<file path="config.mk">
export PLATFORM = sky130hd
export DESIGN_NAME = imem_loader_flat
export DESIGN_NICKNAME = d
export VERILOG_FILES = /design/src/rtl/loader_pkg.sv /design/src/rtl/imem_loader_if.sv /design/src/rtl/byte_timer.sv /design/src/rtl/imem_loader.sv /design/src/flat_wrapper.sv
export SDC_FILE = /design/constraint.sdc
export NUM_CORES = 1
export LEC_CHECK = 0
export ABC_AREA = 1
export CORE_AREA = 4 4 99 125
export DETAILED_ROUTE_END_ITERATION = 8
export DIE_AREA = 0 0 103 129
export GPL_ROUTABILITY_DRIVEN = 0
export PLACE_DENSITY_LB_ADDON = 0.05
export SYNTH_ARGS = -nofsm -noshare
export SYNTH_HDL_FRONTEND = slang
export SYNTH_SLANG_ARGS = --single-unit
export TNS_END_PERCENT = 50
</file>
<file path="constraint.sdc">
create_clock -name clk -period 1.6 [get_ports clk]
set_input_delay 0.16 -clock clk [delete_from_list [all_inputs] [get_ports clk]]
set_output_delay 0.16 -clock clk [all_outputs]
set_load 0.05 [all_outputs]
</file>
<file path="src/rtl/loader_pkg.sv">
// +---------------------------------------------------------------+
// | loader_pkg : shared types and constants for the imem loader   |
// | Rev 1.0                                                       |
// +---------------------------------------------------------------+
`default_nettype none

package loader_pkg;

  localparam logic [7:0] c_magic_default = 8'hA5;
  localparam int         c_csum_w        = 8;

  typedef logic [c_csum_w-1:0] csum_t;

  typedef enum logic [2:0] {
    S_RUN  = 3'd0,
    S_LEN  = 3'd1,
    S_DATA = 3'd2,
    S_CSUM = 3'd3,
    S_DONE = 3'd4,
    S_ERR  = 3'd5
  } state_t;

  // States in which the inter-byte timeout is running.
  function automatic logic is_timed(input state_t s);
    return (s == S_LEN) || (s == S_DATA) || (s == S_CSUM);
  endfunction

endpackage

`default_nettype wire

</file>
<file path="src/rtl/imem_loader_if.sv">
// +---------------------------------------------------------------+
// | imem_loader_if : byte stream, CPU fetch and memory port bundle|
// | Rev 1.0                                                       |
// +---------------------------------------------------------------+
`default_nettype none

interface imem_loader_if;
  logic [7:0] rx_data;
  logic       rx_valid;
  logic       rx_ready;
  logic [7:0] cpu_addr;
  logic [7:0] cpu_instr;
  logic       cpu_hold;
  logic [7:0] mem_addr;
  logic [7:0] mem_wdata;
  logic       mem_we;
  logic [7:0] mem_rdata;
  logic       load_done;
  logic       load_err;

  modport master (
    input  rx_data, rx_valid, cpu_addr, mem_rdata,
    output rx_ready, cpu_instr, cpu_hold, mem_addr, mem_wdata, mem_we,
           load_done, load_err
  );

  modport slave (
    output rx_data, rx_valid, cpu_addr, mem_rdata,
    input  rx_ready, cpu_instr, cpu_hold, mem_addr, mem_wdata, mem_we,
           load_done, load_err
  );
endinterface

`default_nettype wire

</file>
<file path="src/rtl/byte_timer.sv">
// +---------------------------------------------------------------+
// | byte_timer : reloadable down-counter flagging inter-byte gaps |
// | Rev 1.0                                                       |
// +---------------------------------------------------------------+
`default_nettype none

module byte_timer #(
  parameter logic [15:0] TIMEOUT = 16'd50000
) (
  input  wire logic clk,
  input  wire logic rst,
  input  wire logic load,
  input  wire logic enable,
  output wire logic expired
);

  logic [15:0] r_count;

  always_ff @(posedge clk or posedge rst) begin
    if (rst) begin
      r_count <= 16'd0;
    end else if (load) begin
      r_count <= TIMEOUT;
    end else if (enable && (r_count != 16'd0)) begin
      r_count <= r_count - 16'd1;
    end
  end

  // Flags the cycle whose edge takes the count to zero; a reload wins.
  // A zero TIMEOUT keeps the count parked at zero, so it never fires.
  assign expired = enable & ~load & (r_count == 16'd1);

endmodule

`default_nettype wire

</file>
<file path="src/rtl/imem_loader.sv">
// +---------------------------------------------------------------+
// | imem_loader : framed byte-stream loader for instruction memory|
// | Rev 1.0                                                       |
// +---------------------------------------------------------------+
`default_nettype none

module imem_loader
  import loader_pkg::*;
#(
  parameter logic [7:0]  MAGIC   = c_magic_default,
  parameter logic [15:0] TIMEOUT = 16'd50000
) (
  input  wire logic      clk,
  input  wire logic      rst,
  imem_loader_if.master  bus
);

  state_t     r_state;
  logic [7:0] r_wptr;
  logic [8:0] r_count;
  csum_t      r_sum;
  logic       r_load_done;
  logic       r_load_err;
  logic       r_cpu_hold;

  logic w_ready;
  logic w_accept;
  logic w_magic;
  logic w_timeout;

  assign w_ready  = (r_state != S_DONE);
  assign w_accept = bus.rx_valid & w_ready;
  assign w_magic  = (bus.rx_data == MAGIC);

  // Every accepted byte reloads; entry into a timed state always
  // coincides with an accepted byte, so this also covers the entry reload.
  byte_timer #(
    .TIMEOUT (TIMEOUT)
  ) u_byte_timer (
    .clk     (clk),
    .rst     (rst),
    .load    (w_accept),
    .enable  (is_timed(r_state)),
    .expired (w_timeout)
  );

  always_ff @(posedge clk or posedge rst) begin
    if (rst) begin
      r_state     <= S_RUN;
      r_wptr      <= 8'd0;
      r_count     <= 9'd0;
      r_sum       <= '0;
      r_load_done <= 1'b0;
      r_load_err  <= 1'b0;
      r_cpu_hold  <= 1'b0;
    end else begin
      r_load_done <= 1'b0;
      case (r_state)
        S_RUN: begin
          if (w_accept && w_magic) begin
            r_state    <= S_LEN;
            r_cpu_hold <= 1'b1;
          end
        end
        S_LEN: begin
          if (w_accept) begin
            r_count <= (bus.rx_data == 8'd0) ? 9'd256 : {1'b0, bus.rx_data};
            r_wptr  <= 8'd0;
            r_sum   <= '0;
            r_state <= S_DATA;
          end else if (w_timeout) begin
            r_state    <= S_ERR;
            r_load_err <= 1'b1;
          end
        end
        S_DATA: begin
          if (w_accept) begin
            r_wptr  <= r_wptr + 8'd1;
            r_sum   <= r_sum + bus.rx_data;
            r_count <= r_count - 9'd1;
            if (r_count == 9'd1) begin
              r_state <= S_CSUM;
            end
          end else if (w_timeout) begin
            r_state    <= S_ERR;
            r_load_err <= 1'b1;
          end
        end
        S_CSUM: begin
          if (w_accept) begin
            if (bus.rx_data == r_sum) begin
              r_state     <= S_DONE;
              r_load_done <= 1'b1;
              r_load_err  <= 1'b0;
            end else begin
              r_state    <= S_ERR;
              r_load_err <= 1'b1;
            end
          end else if (w_timeout) begin
            r_state    <= S_ERR;
            r_load_err <= 1'b1;
          end
        end
        S_DONE: begin
          r_state    <= S_RUN;
          r_cpu_hold <= 1'b0;
        end
        S_ERR: begin
          // load_err stays set across the retry until a good checksum.
          if (w_accept && w_magic) begin
            r_state <= S_LEN;
          end
        end
        default: begin
          r_state    <= S_RUN;
          r_cpu_hold <= 1'b0;
        end
      endcase
    end
  end

  // Memory port is shared: CPU fetch path in RUN, loader pointer otherwise.
  assign bus.mem_addr  = (r_state == S_RUN) ? bus.cpu_addr : r_wptr;
  assign bus.mem_wdata = bus.rx_data;
  assign bus.mem_we    = (r_state == S_DATA) & w_accept;
  assign bus.cpu_instr = (r_state == S_RUN) ? bus.mem_rdata : 8'h00;
  assign bus.cpu_hold  = r_cpu_hold;
  assign bus.rx_ready  = w_ready;
  assign bus.load_done = r_load_done;
  assign bus.load_err  = r_load_err;

endmodule

`default_nettype wire
</file>
<file path="src/flat_wrapper.sv">
// flat-port wrapper written by rule: the top's interface ports become plain ports
module imem_loader_flat import loader_pkg::*;
#(
  parameter logic [7:0]  MAGIC   = c_magic_default,
  parameter logic [15:0] TIMEOUT = 16'd50000
)
  (clk, rst, bus_rx_data, bus_rx_valid, bus_cpu_addr, bus_mem_rdata, bus_rx_ready, bus_cpu_instr, bus_cpu_hold, bus_mem_addr, bus_mem_wdata, bus_mem_we, bus_load_done, bus_load_err);
  imem_loader_if bus_i ();
  input  wire logic clk;
  input  wire logic rst;
  input wire logic [$bits(bus_i.rx_data)-1:0] bus_rx_data;
  input wire logic [$bits(bus_i.rx_valid)-1:0] bus_rx_valid;
  input wire logic [$bits(bus_i.cpu_addr)-1:0] bus_cpu_addr;
  input wire logic [$bits(bus_i.mem_rdata)-1:0] bus_mem_rdata;
  output wire logic [$bits(bus_i.rx_ready)-1:0] bus_rx_ready;
  output wire logic [$bits(bus_i.cpu_instr)-1:0] bus_cpu_instr;
  output wire logic [$bits(bus_i.cpu_hold)-1:0] bus_cpu_hold;
  output wire logic [$bits(bus_i.mem_addr)-1:0] bus_mem_addr;
  output wire logic [$bits(bus_i.mem_wdata)-1:0] bus_mem_wdata;
  output wire logic [$bits(bus_i.mem_we)-1:0] bus_mem_we;
  output wire logic [$bits(bus_i.load_done)-1:0] bus_load_done;
  output wire logic [$bits(bus_i.load_err)-1:0] bus_load_err;
  assign bus_i.rx_data = bus_rx_data;
  assign bus_i.rx_valid = bus_rx_valid;
  assign bus_i.cpu_addr = bus_cpu_addr;
  assign bus_i.mem_rdata = bus_mem_rdata;
  assign bus_rx_ready = bus_i.rx_ready;
  assign bus_cpu_instr = bus_i.cpu_instr;
  assign bus_cpu_hold = bus_i.cpu_hold;
  assign bus_mem_addr = bus_i.mem_addr;
  assign bus_mem_wdata = bus_i.mem_wdata;
  assign bus_mem_we = bus_i.mem_we;
  assign bus_load_done = bus_i.load_done;
  assign bus_load_err = bus_i.load_err;
  imem_loader #(.MAGIC(MAGIC), .TIMEOUT(TIMEOUT)) u_core (.clk(clk), .rst(rst), .bus(bus_i));
endmodule
</file>
### Word level (Yosys, flattened, before mapping)

Index checks and enable logic that the tools add are counted.

* register bits: 47
* bits of input ports: 27
* word-level logic and storage cells: 81

* add/sub/neg operators: 4
* equal/unequal tests: 15
* muxes and demuxes: 31
* bitwise gates (word level): 6
* reductions and logical operators: 17

Operators with widths (number)
* $mux 8: 5
* $mux 16: 2
* $pmux 8 s2: 2
* $mux 9: 3
* $mux 3: 6
* $pmux 9 s2: 1
* $eq 16x1->1 const B: 1
* $reduce_bool 16->1: 1
* $sub 16x1->16 const B: 1
* $pmux 3 s4: 1
* $eq 9x1->1 const B: 1
* $mux 1: 9
* $sub 9x1->9 const B: 1
* $add 8x1->8 const B: 1
* $add 8x8->8: 1
* $eq 8x8->1: 1
* $eq 8x8->1 const B: 1
* $logic_not 8->1: 1
* $eq 3x2->1 const B: 2
* $ne 2x2->1 const B: 3
* $ne 3x3->1 const B: 2
* $reduce_and 2->1: 3
* $reduce_bool 2->1: 3
* $and 1x1->1: 4
* other kinds (11): 17

### Depth between registers and ports, before layout

Gate-level depths: netlist of the first run.

* depth in word-level cells: 8
* depth in mapped cells: 11
* gate-level depth less buffers: 11

### Cells and area by module

A second synthesis of the first run with hierarchy kept.

* cell total of the unflattened synthesis: 470
* area, all modules: 3357.0 µm²

Modules (own cells, without submodules)
* imem_loader: instances 1, cells an instance 310, area each 2282.2 µm², sequential area each 775.7 µm²
* byte_timer: instances 1, cells an instance 160, area each 1074.8 µm², sequential area each 400.4 µm²

### Worst setup path before layout of the first run

OpenSTA, ideal clock, no wires.

* kind: flip-flop to output port
* from: register u_core.r_state[1]
* to: output port bus_mem_addr[4]
* data arrival time: 1.924 ns
* required time: 1.440 ns
* slack: -0.484 ns
* stages on the path, launching flop included: 6
* buffers on the path: 2
* cell sequence: dfrtp_1 -> nor2_1 -> nand2_1 -> buf_2 -> buf_2 -> a21oi_1

* longest elaborated chain between the ends: 2

RTL lines
* from (decl): line imem_loader.sv:18 `state_t r_state;`
* from (signal assigned): line imem_loader.sv:49 `r_state <= S_RUN;`
* from (signal assigned): line imem_loader.sv:61 `r_state <= S_LEN;`
* from (signal assigned): line imem_loader.sv:70 `r_state <= S_DATA;`
* $logic_not 3->1: line imem_loader.sv:123 `assign bus.mem_addr = (r_state == S_RUN) ? bus.cpu_addr : r_wptr;`
* $mux 8: line imem_loader.sv:123
* to (decl): line flat_wrapper.sv:18 `output wire logic [$bits(bus_i.mem_addr)-1:0] bus_mem_addr;`

Every way passes these cells.

### Worst setup path after layout of the first run

* from: register u_core.r_state[1]
* to: output port bus_mem_addr[2]

Same word-level chain as after synthesis.

==> results of run 1 <==
worst max-delay path by stage:
stage | startpoint | endpoint | slack, ps | cells past startpoint
final | u_core.r_state[1] | bus_mem_addr[2] | -90 | 5
after global routing | u_core.r_state[2] | bus_mem_addr[1] | -150 | 5
after CTS | u_core.r_state[0] | bus_mem_addr[2] | -110 | 5
after detailed placement | bus_rx_data[3] | u_core.r_state[0] | -200 | 12
after global placement | bus_rx_data[0] | u_core.r_sum[6] | -190 | 7
after floorplan | u_core.r_state[1] | bus_mem_addr[4] | 1 | 5
kinds of logic after synthesis:
kind of cell	after synthesis	share of synthesized area
AO/OA/AOI/OAI	83	0.153
AND/OR/NAND/NOR	215	0.280
adder cells (fa/ha/maj)	14	0.0571
XOR/XNOR	9	0.0246
buffers and inverters	68	0.0997
flip-flops	47	0.368
multiplexers	5	0.0176
through the flow:
step                area, sq um  power (W)
global route               5140    0.00917
global placement           4630    0.00684
floorplan                  3290    0.00467
CTS                        4870    0.00822
finish                     5140    0.00853
detailed placement         4630    0.00688
state kept, by name, indices dropped and copies added, names as in the netlist:
register / cells
u_core.bus.load_done: 1
u_core.bus.cpu_hold: 1
u_core.r_state: 3
u_core.u_byte_timer.r_count: 16
u_core.r_count: 9
u_core.r_sum: 8
u_core.bus.load_err: 1
u_core.r_wptr: 8
repair_timing:
| item | in CTS | in global routing |
|---|---|---|
| setup buffers | 8 | 3 |
| hold endpoints to repair | 0 | 0 |
| endpoints found under the setup margin | 24 | 56 |
| gates resized for setup | 11 | 55 |
| pin swaps | 1 | 11 |
layout make-up:
| cell class | count | area [sq um] | share of cell area |
|---|---|---|---|
| Multi-Input combinational cell | 326 | 2010 | 0.392 |
| Timing Repair Buffer | 129 | 1430 | 0.279 |
| Sequential cell | 47 | 1180 | 0.229 |
| Tap cell | 135 | 169 | 0.0329 |
| Clock buffer | 7 | 133 | 0.0258 |
| Inverter | 51 | 204 | 0.0397 |
| Clock inverter | 1 | 5.00 | 0.000974 |
critical path, stage by stage (launching register included):
cell	delay (ps)
dfrtp_2	430
nor2_4	120
nand2_2	80
buf_12	150
mux2_2	300
buf_12	150
per-layer routing:
metal	wire length, um	vias to the layer above
met5	0	-
met4	114	0
met3	255	8
met2	5300	46
met1	4150	1497
li1	-	1670
power by group through the flow:
stage	clock network [W]	registers, W	logic (W)
floorplan	0	0.00180	0.00287
global placement	0	0.00181	0.00503
detailed placement	0	0.00181	0.00507
CTS	0.00109	0.00181	0.00532
global route	0.00113	0.00188	0.00615
finish	0.00105	0.00183	0.00565
cells in the mapped netlist (2+ instances only):
| cell | count | area share |
|---|---|---|
| a21oi_1 | 19 | 0.030 |
| a22o_1 | 4 | 0.011 |
| a31oi_1 | 2 | 0.0039 |
| buf_2 | 3 | 0.0047 |
| buf_4 | 12 | 0.028 |
| buf_6 | 2 | 0.0070 |
| dfrtp_1 | 47 | 0.37 |
| ha_1 | 13 | 0.051 |
| inv_1 | 49 | 0.057 |
| inv_2 | 2 | 0.0023 |
| mux2_2 | 5 | 0.018 |
| nand2_1 | 104 | 0.12 |
| nand2_4 | 2 | 0.0070 |
| nand3_1 | 22 | 0.034 |
| nand4_1 | 10 | 0.020 |
| nor2_1 | 67 | 0.079 |
| nor3_1 | 7 | 0.011 |
| o211ai_1 | 2 | 0.0047 |
| o21a_1 | 3 | 0.0070 |
| o21ai_0 | 37 | 0.058 |
| o21ai_1 | 3 | 0.0047 |
| o31ai_1 | 5 | 0.012 |
| xnor2_1 | 5 | 0.014 |
| xor2_1 | 4 | 0.011 |
==> results.json, run 1 <==
{
  "core.rowCount": 43,
  "intPower_w": 0.00470,
  "p_per_area_mw_per_mm2": 1660,
  "rr_endpoint": "u_core.r_state[1]",
  "maxCapViolCount": 0,
  "max_slew_margin": 0.816,
  "syn_area_sq_mm": 0.00320,
  "async_reset_ff_frac": 1.00,
  "placed_cells": 677,
  "critPathKind": "register to output pin",
  "insertion_delay_ps": 290,
  "stdcell_count": 696,
  "setup_tns_ps": -759,
  "wl_per_cell_um": 14.1,
  "cts.htree.levels": 2,
  "pre_cts_ws_ps": -201,
  "period_needed_ps": 1690,
  "cp_data_required_time_ps": 1440,
  "cts_hold_buf": 0,
  "dieArea_sq_mm": 0.0133,
  "drtIter0Drc": 107,
  "synth_cell_types": 36,
  "grt_max_degree": 48,
  "area_delta_synth_final_pct": 60.5,
  "gr-total-overflow": 0,
  "track_usage": 0.152,
  "hold_violations": 0,
  "via_count": 3221,
  "status": "finished, violations left",
  "busiest_layer": "met2",
  "drc": 0,
  "p_seq_frac": 0.215,
  "switchingPower_w": 0.00384,
  "r2r_slack_ps": 40,
  "seq_area_frac_synth": 0.368,
  "clockBufferDepth": 2,
  "cts_root_buffer": "clkbuf_16",
  "cts_buffers": 5,
  "cp_max_fo": 13,
  "utilization": 0.463,
  "antenna_left": 0,
  "cts_tree": "done",
  "wirelength_um": 9810,
  "whs_ps": 237,
  "clockPowerShare": 0.122,
  "grt_pass1_wl_um": 16000,
  "ys.flop_type": "dfrtp_1",
  "skew_ps": 4.10,
  "grt_antenna_before_repair": 0,
  "fillerInstances": 1138,
  "antenna_cells": 0,
  "die_height_um": 129,
  "r2r_cells": 9,
  "r2r-start": "u_core.r_state[0]",
  "dp_hpwl_um": 7450,
  "violations": "setup timing",
  "synth_nets": 482,
  "final_cell_mix": "99 x nand2_1, 65 x buf_4, 48 x nor2_1, 45 x dfrtp_1, 42 x inv_1",
  "io_buffers": 55,
  "power.leakage_nw": 2.33,
  "netlist_instances": 441,
  "ys_ff_latch": 47,
  "rsz0062_at_grt": "true",
  "finalCritPeriodShare": 1.06,
  "setup_viol": 16,
  "yosysWarnings": 0,
  "critPathCaptureType": "output pin",
  "finalMaxSlewViolations": 0,
  "synth_edf_count": 0,
  "core_sq_mm": 0.0111,
  "io_pins": 56,
  "cp-start-kind": "register",
  "swShare": 0.450,
  "fmax_mhz": 592,
  "hp-class": "input port to asynchronous set/reset pin",
  "ir_drop_mv": 0.841,
  "grtUsageMet3": 0.0249,
  "critPathArrivalTime_ps": 1530,
  "viasPerCell": 4.63,
  "final_nets": 601,
  "initial_utilization": 0.289,
  "grt_pass1_vias": 3240,
  "worst_slack_ps": -89.6,
  "use_met2": 0.274,
  "die_w_um": 103,
  "path_clk_slew_ps": 70,
  "worst_pin_slew_ps": 273,
  "p_comb_frac": 0.663,
  "drive_gt1_frac": 0.317,
  "drtPass1Iterations": 4,
  "final_common_cell": "nand2_1",
  "syn_avg_cell_area_sq_um": 7.25,
  "cts_sinks": 47,
  "grt.met1_usage": 0.186
}
Note: power is estimated with default switching activity, not from simulation.
==> run 2, diff against run 1 <==
==> constraint.sdc (replaced) <==
create_clock -name clk -period 1.9 [get_ports clk]
set_input_delay 0.19 -clock clk [delete_from_list [all_inputs] [get_ports clk]]
set_output_delay 0.19 -clock clk [all_outputs]
set_load 0.05 [all_outputs]
==> results.json, run 2 (same netlist as run 1, synthesis figures left out) <==
{
  "rsz0062_at_grt": "false",
  "wirelength_um": 9220,
  "wl_per_cell_um": 14.2,
  "drive_gt1_frac": 0.146,
  "p_total_w": 0.00625,
  "cts.htree.levels": 2,
  "track_usage": 0.149,
  "max_slew_margin": 0.640,
  "maxCapViolCount": 0,
  "cts_root_buffer": "clkbuf_16",
  "drc": 0,
  "r2r-start": "u_core.r_state[2]",
  "post_cts_buffers": 0,
  "worst_slack_ps": 78.3,
  "grt_antenna_before_repair": 0,
  "dieArea_sq_mm": 0.0133,
  "ir_drop_mv": 0.646,
  "final_common_cell": "nand2_1",
  "insertion_delay_ps": 290,
  "critPathKind": "register to output pin",
  "die_height_um": 129,
  "startpoint": "u_core.r_state[2]",
  "grt_pass1_vias": 3133,
  "antenna_cells": 0,
  "core_sq_mm": 0.0111,
  "placed_cells": 640,
  "core.rowCount": 43,
  "critPathCaptureType": "output pin",
  "via_count": 3050,
  "p_per_area_mw_per_mm2": 1420,
  "drtPass1Iterations": 4,
  "io_pins": 56,
  "setup_viol": 0,
  "final_nets": 553,
  "cts_tree": "done",
  "initial_utilization": 0.289,
  "fmax_mhz": 549,
  "cts_sinks": 47,
  "top_register": "u_core.u_byte_timer.r_count",
  "finalMaxSlewViolations": 0,
  "fillerInstances": 1153,
  "reg_top3": "u_core.u_byte_timer.r_count x16, u_core.r_count x9",
  "largest_reg_flops": 16,
  "cp_max_fo": 20,
  "path_clk_slew_ps": 60,
  "hp-class": "input port to asynchronous set/reset pin",
  "cts_buffers": 5,
  "final_cell_mix": "103 x nand2_1, 66 x nor2_1, 48 x inv_1, 46 x dfrtp_1, 36 x o21ai_0",
  "cp_data_required_time_ps": 1710,
  "critPathArrivalTime_ps": 1630,
  "die_w_um": 103,
  "pre_cts_ws_ps": 50.4,
  "drtIter0Drc": 99,
  "period_needed_ps": 1820,
  "power.leakage_nw": 2.06,
  "place_area_sq_mm": 0.00422,
  "grt_max_degree": 48,
  "grt_pass1_wl_um": 15500,
  "stdcell_count": 647,
  "worst_pin_slew_ps": 539,
  "setup_tns_ps": 0,
  "status": "complete, no violations",
  "clockBufferDepth": 2,
  "cp-start-kind": "register",
  "viasPerCell": 4.71,
  "skew_ps": 10.6,
  "dp_hpwl_um": 7170,
  "hold_violations": 0,
  "fin_area_sq_mm": 0.00439,
  "gr-total-overflow": 0,
  "finalCritPeriodShare": 0.959,
  "io_buffers": 55,
  "antenna_left": 0,
  "area_delta_synth_final_pct": 37.2
}
[run 2: cell types whose count changed in the layout (fill, tap and decap cells not counted), moves of 4 or more]
cell,before,now
buf_4,65,27
nor2_1,48,66
nor2_4,14,1
ha_1,5,13
buf_6,8,1
ha_4,7,0
inv_1,42,48
a21oi_1,14,19
buf_12,29,24
nor2_2,6,1
nand2_1,99,103
[run 2: power breakdown]
| group | switching, W | internal, W |
|---|---|---|
| sequential | 0.000237 | 0.00129 |
| combinational | 0.00220 | 0.00151 |
| clock | 0.000393 | 0.000616 |
[run 2: worst max-delay path, cell delays in order, from the launching register on]
cell and delay [ps]:
dfrtp_2 450, inv_2 80, nand2_1 80, buf_6 190, mux2_2 380, buf_12 150
[run 2: area by class of cell]
type | instances | area [sq um] | share of cell area
sequential | 47 | 1180 | 0.268
tap | 135 | 169 | 0.0385
clock buffer | 6 | 129 | 0.0294
inverter | 51 | 191 | 0.0436
timing repair buffer | 81 | 985 | 0.224
clock inverter | 1 | 30.0 | 0.00684
multi-input combinational | 326 | 1710 | 0.389
[run 2: final timing paths]
| check | to | slack, ps | cells past startpoint |
|---|---|---|---|
| worst max-delay path | bus_mem_addr[1] | 80 | 5 |
| min in group clk | u_core.r_sum[3] | 490 | 2 |
| max in group asynchronous | u_core.r_state[2] | 1390 | 3 |
| worst max register to register | u_core.r_count[3] | 200 | 6 |
| worst min register to register | u_core.r_sum[3] | 490 | 2 |
| worst min-delay path | u_core.u_byte_timer.r_count[3] | 260 | 3 |
[run 2: repair_timing]
action | in CTS | in global routing
hold endpoints to repair | 0 | 0
pin swaps | 0 | 0
hold buffers | 0 | 0
gates cloned | 0 | 0
resized for setup | 1 | 4
endpoints found under the setup margin | 5 | 11
[run 2: per-stage QoR]
stage | utilization | hold WS, ps
global route | 0.396 | 299
global placement | 0.381 | 475
CTS | 0.395 | 282
detailed placement | 0.381 | 481
floorplan | - | 358
finish | 0.396 | 265
[run 2: layer usage]
metal / vias to the layer above / share of wire / track usage
li1: 1578 / - / -
met5: - / 0 / 0
met4: 0 / 0.017 / 0.0427
met1: 1419 / 0.42 / 0.180
met3: 12 / 0.026 / 0.0271
met2: 41 / 0.53 / 0.266
